`config.mk`:
```
export PLATFORM = sky130hd
export DESIGN_NAME = shift_reg_seq
export DESIGN_NICKNAME = d
export VERILOG_FILES = /design/src/rtl/shift_reg_seq_pkg.sv /design/src/rtl/shift_reg_step.sv /design/src/rtl/shift_reg_seq.sv
export SDC_FILE = /design/constraint.sdc
export NUM_CORES = 1
export LEC_CHECK = 0
export CAP_MARGIN = 20
export CELL_PAD_IN_SITES_DETAIL_PLACEMENT = 1
export CELL_PAD_IN_SITES_GLOBAL_PLACEMENT = 1
export CORE_MARGIN = 2
export CORE_UTILIZATION = 42
export DETAILED_ROUTE_END_ITERATION = 10
export PLACE_DENSITY = 0.91
export SLEW_MARGIN = 20
export SYNTH_ARGS = -nofsm -noshare
export SYNTH_HDL_FRONTEND = slang
export SYNTH_SLANG_ARGS = --single-unit
```
`constraint.sdc`:
```
create_clock -name clk -period 4.2 [get_ports clk]
set_clock_uncertainty 0.15 [all_clocks]
set_input_delay 0.84 -clock clk [delete_from_list [all_inputs] [get_ports clk]]
set_output_delay 0.84 -clock clk [all_outputs]
set_load 0.01 [all_outputs]
```
`src/rtl/shift_reg_seq_pkg.sv`:
```
// Shared opcodes, FSM state type and opcode helper for shift_reg_seq.
package shift_reg_seq_pkg;

    localparam logic [2:0] OP_NOP  = 3'd0;
    localparam logic [2:0] OP_LOAD = 3'd1;
    localparam logic [2:0] OP_SHL  = 3'd2;
    localparam logic [2:0] OP_SHR  = 3'd3;
    localparam logic [2:0] OP_ROL  = 3'd4;
    localparam logic [2:0] OP_ROR  = 3'd5;
    localparam logic [2:0] OP_ASR  = 3'd6;
    localparam logic [2:0] OP_RSVD = 3'd7;

    typedef enum logic [1:0] {
        ST_IDLE,
        ST_RUN,
        ST_DONE
    } state_e;

    // True for the opcodes that consume step cycles.
    function automatic logic is_step_op(input logic [2:0] op);
        return (op >= OP_SHL) && (op <= OP_ASR);
    endfunction

endpackage

```
`src/rtl/shift_reg_step.sv`:
```
// Combinational single-step shift/rotate network for shift_reg_seq.
module shift_reg_step
    import shift_reg_seq_pkg::*;
#(
    parameter int unsigned WIDTH = 10
) (
    input  logic [2:0]       op_i,
    input  logic [WIDTH-1:0] d_i,
    input  logic             ser_i,
    output logic [WIDTH-1:0] next_d_o,
    output logic             out_bit_o
);

    always_comb begin
        next_d_o  = d_i;
        out_bit_o = 1'b0;
        case (op_i)
            OP_SHL: begin
                next_d_o  = {d_i[WIDTH-2:0], ser_i};
                out_bit_o = d_i[WIDTH-1];
            end
            OP_SHR: begin
                next_d_o  = {ser_i, d_i[WIDTH-1:1]};
                out_bit_o = d_i[0];
            end
            OP_ROL: begin
                next_d_o  = {d_i[WIDTH-2:0], d_i[WIDTH-1]};
                out_bit_o = d_i[WIDTH-1];
            end
            OP_ROR: begin
                next_d_o  = {d_i[0], d_i[WIDTH-1:1]};
                out_bit_o = d_i[0];
            end
            OP_ASR: begin
                next_d_o  = {d_i[WIDTH-1], d_i[WIDTH-1:1]};
                out_bit_o = d_i[0];
            end
            default: begin
                next_d_o  = d_i;
                out_bit_o = 1'b0;
            end
        endcase
    end

endmodule

```
`src/rtl/shift_reg_seq.sv`:
```
// Multi-mode shift register with command handshake and one-cycle done pulse.
// Optional par_out port enabled by defining SHIFT_REG_SEQ_PARITY_EN.
module shift_reg_seq
    import shift_reg_seq_pkg::*;
#(
    parameter int unsigned          WIDTH     = 10,
    parameter int unsigned          CNT_W     = 8,
    parameter logic [WIDTH-1:0]     RESET_VAL = '0
) (
    input  logic             clk,
    input  logic             rst_n,
    input  logic             cmd_valid,
    output logic             cmd_ready,
    input  logic [2:0]       cmd_op,
    input  logic [CNT_W-1:0] cmd_cnt,
    input  logic [WIDTH-1:0] load_data,
    input  logic             ser_in,
    output logic [WIDTH-1:0] data_out,
    output logic             ser_out,
    output logic             busy,
    output logic             done
`ifdef SHIFT_REG_SEQ_PARITY_EN
    ,
    output logic             par_out
`endif
);

    state_e           state_q, state_d;
    logic [CNT_W-1:0] cnt_q, cnt_d;
    logic [2:0]       op_q, op_d;
    logic [WIDTH-1:0] data_q, data_d;
    logic             ser_q, ser_d;
    logic [WIDTH-1:0] step_d;
    logic             step_out;

    shift_reg_step #(
        .WIDTH (WIDTH)
    ) u_step (
        .op_i      (op_q),
        .d_i       (data_q),
        .ser_i     (ser_in),
        .next_d_o  (step_d),
        .out_bit_o (step_out)
    );

    always_ff @(posedge clk or negedge rst_n) begin
        if (!rst_n) begin
            state_q <= ST_IDLE;
            cnt_q   <= '0;
            op_q    <= OP_NOP;
            data_q  <= RESET_VAL;
            ser_q   <= 1'b0;
        end else begin
            state_q <= state_d;
            cnt_q   <= cnt_d;
            op_q    <= op_d;
            data_q  <= data_d;
            ser_q   <= ser_d;
        end
    end

    always_comb begin
        state_d = state_q;
        cnt_d   = cnt_q;
        op_d    = op_q;
        data_d  = data_q;
        ser_d   = ser_q;
        case (state_q)
            ST_IDLE: begin
                if (cmd_valid) begin
                    state_d = ST_DONE;
                    if (cmd_op == OP_LOAD) begin
                        data_d = load_data;
                    end else if (is_step_op(cmd_op) && (cmd_cnt != '0)) begin
                        op_d    = cmd_op;
                        cnt_d   = cmd_cnt;
                        state_d = ST_RUN;
                    end
                end
            end
            ST_RUN: begin
                data_d = step_d;
                ser_d  = step_out;
                cnt_d  = cnt_q - CNT_W'(1);
                if (cnt_q == CNT_W'(1)) begin
                    state_d = ST_DONE;
                end
            end
            ST_DONE: begin
                state_d = ST_IDLE;
            end
            default: begin
                state_d = ST_IDLE;
            end
        endcase
    end

    always_comb begin
        cmd_ready = (state_q == ST_IDLE);
        busy      = (state_q == ST_RUN);
        done      = (state_q == ST_DONE);
        data_out  = data_q;
        ser_out   = ser_q;
    end

`ifdef SHIFT_REG_SEQ_PARITY_EN
    // Parity is registered from data_d so it tracks data_out with no lag.
    logic par_q;

    always_ff @(posedge clk or negedge rst_n) begin
        if (!rst_n) begin
            par_q <= ^RESET_VAL;
        end else begin
            par_q <= ^data_d;
        end
    end

    assign par_out = par_q;
`endif

endmodule

```
Word-level counts from Yosys, hierarchy flattened --
Cells that the tools add are included.
Operators by class: $add $sub $neg 1, $mul 0, div/mod/pow operators 0, $lt $le $gt $ge 2, equality and inequality tests 17, shifts and indexed selects 0, mux-type cells 14, bitwise operators 1, reductions and logical operators 12
Operator list (count):
- case mux 10 bit (5 select lines) | 1
- two-way mux 8 bit | 3
- two-way mux 10 bit | 2
- case mux 10 bit (2 select lines) | 1
- case mux 8 bit (2 select lines) | 1
- AND reduction 4 bit | 3
- equality test 3 bit (second input constant) | 3
- equality test 8 x 1 -> 1 bit (second input constant) | 1
- two-way mux 2 bit | 4
- nonzero test 8 bit | 1
- subtractor 8 x 1 -> 8 bit (second input constant) | 1
- equality test 3 x 2 -> 1 bit (second input constant) | 2
- != test 2 x 1 -> 1 bit (second input constant) | 3
- != test 2 bit (second input constant) | 3
- != test 6 x 1 -> 1 bit (second input constant) | 1
- != test 5 x 1 -> 1 bit (second input constant) | 1
- AND reduction 5 bit | 1
- case mux 2 bit (2 select lines) | 1
- equality test 3 x 1 -> 1 bit (second input constant) | 1
- greater-or-equal comparator 3 x 2 -> 1 bit (second input constant) | 1
- <= comparator 3 bit (second input constant) | 1
- OR reduction 3 bit | 1
- equality test 2 x 1 -> 1 bit (second input constant) | 1
- equality test 2 bit (second input constant) | 1
- other kinds (7) | 8
Storage, ports and cells: bits in registers 24, latch bits 0, bits in writable memories 0, memory bits (read-only) 0, input bits 25, output and inout port bits 14, word-level logic and storage cells 53, memories kept 0

Logic depth before layout (Yosys ltp) --
word-level depth 7, gate-level depth with buffers 7, mapped depth without buffers 6

Modules after synthesis --
A second synthesis with hierarchy kept.
Unflattened totals: cell total of the unflattened synthesis 180, area, all modules 1664.1 um^2
Modules (own cells, without submodules):
- shift_reg_seq | instances 1, cells an instance 125, area each 1266.2 um^2, sequential area each 600.6 um^2
- shift_reg_step | instances 1, cells an instance 55, area each 397.9 um^2, sequential area each 0.0 um^2

Worst setup path after synthesis --
Ideal clock, no wire load.
path type in2reg, from in cmd_op[2], to reg op_q[0], library setup time 125 ps, arrival time 1933 ps, data required time 3925 ps, path slack 1992 ps, cell stages on the path 5, path buffers 1, cells stage by stage and3_1 > a211oi_4 > and3_1 > buf_6 > mux2_4
On the way: longest elaborated chain between the ends 4, elaborated cells on any way between the ends 7, classes of those cells order compare: 2; eq/ne: 1; bitwise: 1; reduce/logical: 3
Ends and longest elaborated chain:
- start: declaration | line shift_reg_seq.sv:14 | input logic [2:0] cmd_op,
- greater-or-equal comparator 3 x 2 -> 1 bit / <= comparator 3 bit (equally long branches) | line shift_reg_seq_pkg.sv:21 | return (op >= OP_SHL) && (op <= OP_ASR);
- logical AND 1 bit | line shift_reg_seq_pkg.sv:21
- logical AND 1 bit | line shift_reg_seq.sv:74 | end else if (is_step_op(cmd_op) && (cmd_cnt != '0)) begin
- AND reduction 4 bit (no source line) *
- end signal: assignment | line shift_reg_seq.sv:56 | op_q <= op_d;
- end: declaration | line shift_reg_seq.sv:30 | logic [2:0] op_q, op_d;
Every way passes the cells marked *; elsewhere a longest branch is shown, timed or not. A chain may end at the register's enable or synchronous reset.

Final worst setup path --
from reg state_q[0], to out busy
On the way: longest elaborated chain between the ends 1
Ends and longest elaborated chain:
- start: declaration | line shift_reg_seq.sv:28 | state_e state_q, state_d;
- start signal: assignment | line shift_reg_seq.sv:54 | state_q <= state_d;
- equality test 2 x 1 -> 1 bit | line shift_reg_seq.sv:100 | busy = (state_q == ST_RUN);
- end: declaration | line shift_reg_seq.sv:20 | output logic busy,
No other way between the ends.

==> flow_summary.toml <==
[synth]
netlist_area_um2 = 1900
synth_area_leader_cell = "dfrtp_1"
postSynthAreaPerCell_um2 = 9.12
synth_seq_cells = 24
synth_top_area_frac = 0.317
ys_seq_area_frac = 0.317
ys_warn_count = 0
async_flop_share = 1.00
postSynthCellCount = 208
ys.flop_type = "dfrtp_1"
synth_cell_types = 54
synth_area_leaders = "dfrtp_1 32%, nor2_1 4.7%, a31oi_1 4.0%"
synth_edf_count = 0
syn_nets = 235

[clock_network]
cts_setup_buffers = 0
cts.root.buffer_cell = "clkbuf_8"
cts_hold_buf = 0
cts.clk_slew.worst_paths_ns = 0.09
cts_buffers = 3
post_cts_resized = 0
cts_tree = "yes"
cts.path.max_buffers = 2
clock_latency_ns = 0.28
cts_sinks = 24
htreeDepth = 1

[pwr]
p_switching_mw = 0.855
vdd_drop_max_mv = 0.291
switching_share = 0.467
power_frac_seq = 0.326
pwr-share-clk = 0.089
p_leak_nw = 0.908
p_int_mw = 0.975
power.density_nw_per_um2 = 789
combPwrFrac = 0.585

[worst_setup_path]
crit_path_start = "state_q[0]$_DFFE_PN0P_"
crit_path_start_kind = "flip-flop"
worstSetupEndpointType = "output port"
cp-endpoint = "busy"
required_ns = 3.21
r2r-end = "data_out[3]$_DFFE_PN0P_"
r2r_cells = 4
r2r_slack_ns = 1.91
crit_path_max_fanout = 16
r2r-start = "op_q[2]$_DFFE_PN0P_"
crit_type = "flip-flop to output port"
worstPathArrival_ns = 2.12

[die]
die_h_um = 71.2
core_area_um2 = 4350
start_util = 0.436
ios = 39
die-area_um2 = 5070
rows = 24
dieWidth_um = 71.2

[route]
drtIter0Drc = 146
ant_nets = 0
routed_via_density = 6.19
vias = 1790
wl_per_cell_um = 18.6
routed_wl_um = 5390
first_pass_iters = 4
drc = 0

[timing]
finalSetupViolCount = 0
fin_crit_sh = 0.741
layout_min_cycle_time_ns = 3.11
rsz0062_at_grt = "false"
max_freq_mhz = 321
maxSlewHeadroom = 0.389
finalHoldViolations = 0
drv_slew = 0
worstMarginPinSlew_ns = 0.917
fin_setup_tns_ns = 0

[finish]
drive_gt1_frac = 0.0970
fin_cells = 289
design_area_um2 = 2320
syn_to_final_growth_pct = 22.4
antennaDiodeCount = 0
nNetsFinal = 265

[global_routing]
grt_max_degree = 31
grt_usage = 0.232
grt_pass1_wl_um = 9380
grt_pass1_vias = 1870
antenna_found_initial = 0
grt-ovfl-total = 0

[worst_hold_path]
hold_class = "flip-flop to flip-flop"

[placement]
place.detailed.hpwl_um = 3860
placedInstanceArea_um2 = 2270
place_congestion = 0.884
portBuffers = 38
place_inst = 285

[outcome]
outcome = "completed"

[flow_run]
drv.max_cap_violation_count = 0
==> how the worst min path moves through the flow <==
stage	cells after the start	to	slack [ns]	start
after floorplan	1	cnt_q[5]$_DFFE_PN0P_	0.30	cnt_q[5]$_DFFE_PN0P_
after global placement	1	cnt_q[5]$_DFFE_PN0P_	0.33	cnt_q[5]$_DFFE_PN0P_
after detailed placement	1	cnt_q[5]$_DFFE_PN0P_	0.34	cnt_q[5]$_DFFE_PN0P_
after CTS	1	cnt_q[5]$_DFFE_PN0P_	0.37	cnt_q[5]$_DFFE_PN0P_
after global routing	1	cnt_q[5]$_DFFE_PN0P_	0.39	cnt_q[5]$_DFFE_PN0P_
final	1	cnt_q[5]$_DFFE_PN0P_	0.35	cnt_q[5]$_DFFE_PN0P_
==> sequential cells by signal (all words and copies together), names as in the netlist <==
register	cells
op_q	3
ser_out	1
data_out	10
state_q	2
cnt_q	8
==> Yosys cell counts (6+ instances only) <==
library cell	number
dfrtp_1	24
a21oi_1	8
nand2_1	12
clkbuf_1	6
inv_1	10
mux2i_1	7
nand2b_1	12
nor2_1	24
o211ai_1	6
o22ai_1	7
a31oi_1	12
==> power groups by stage <==
stage	clock, mW	combinational, mW	sequential [mW]
2_1_floorplan	0	0.865	0.478
3_3_place_gp	0	1.03	0.591
3_5_place_dp	0	1.07	0.597
4_1_cts	0.169	1.08	0.594
5_1_grt	0.175	1.19	0.628
6_report	0.163	1.07	0.597
==> worst max-delay path: stages, from the launching register on <==
cell             delay (ns)
dfrtp_1                0.67
nand2b_1               0.15
inv_1                  0.40
clkdlybuf4s50_1        0.63
==> cells by family (layout without fill, tap and decap cells) <==
logic type / count (synthesis) / after routing / share of synthesized area
muxes: 16 / 16 / 0.0963
and+or+nand+nor: 73 / 73 / 0.221
adders and majority gates: 3 / 3 / 0.0185
xor gates and xnor gates: 1 / 1 / 0.00462
AOI/OAI and AO/OA: 66 / 66 / 0.275
buffers and inverters: 25 / 54 / 0.0679
DFF: 24 / 24 / 0.317
==> layout make-up <==
class / count / area, um^2
Fill cell: 516 / 2030
Tap cell: 52 / 65.1
Multi-Input combinational cell: 159 / 1170
Sequential cell: 24 / 601
Clock buffer: 4 / 55.1
Timing Repair Buffer: 40 / 395
Inverter: 10 / 37.5
==> per-stage QoR <==
step,setup slack [ns],hold WS [ns],util,power (mW)
after global placement,1.36,0.331,0.520,1.62
after CTS,1.10,0.369,0.533,1.84
final,1.09,0.352,0.533,1.83
after floorplan,1.99,0.298,-,1.34
after detailed placement,1.29,0.342,0.520,1.67
after global routing,0.929,0.388,0.533,2.00
==> per-layer routing <==
metal / up-vias / GRT usage / share of wire
met1: 894 / 0.301 / 0.43
met4: 0 / 0.0587 / 0.0098
met3: 6 / 0.0271 / 0.031
met2: 40 / 0.412 / 0.53
li1: 850 / - / -
met5: - / 0 / 0
==> layout by cell type, fill, tap and decap left out, drive strengths merged, types with 3 or more instances in the layout <==
cell type | synthesis | final
a211o | 4 | 4
a21oi | 8 | 8
a2bb2oi | 3 | 3
a311o | 3 | 3
a31oi | 12 | 12
and3 | 5 | 5
clkbuf | 6 | 4
clkdlybuf4s50 | 0 | 38
dfrtp | 24 | 24
inv | 10 | 10
mux2 | 9 | 9
mux2i | 7 | 7
nand2 | 12 | 12
nand2b | 12 | 12
nor2 | 24 | 24
nor3 | 4 | 4
nor3b | 4 | 4
nor4 | 4 | 4
o211ai | 6 | 6
o221ai | 5 | 5
o22ai | 7 | 7
No activity file was read; power rests on OpenSTA's default activity.
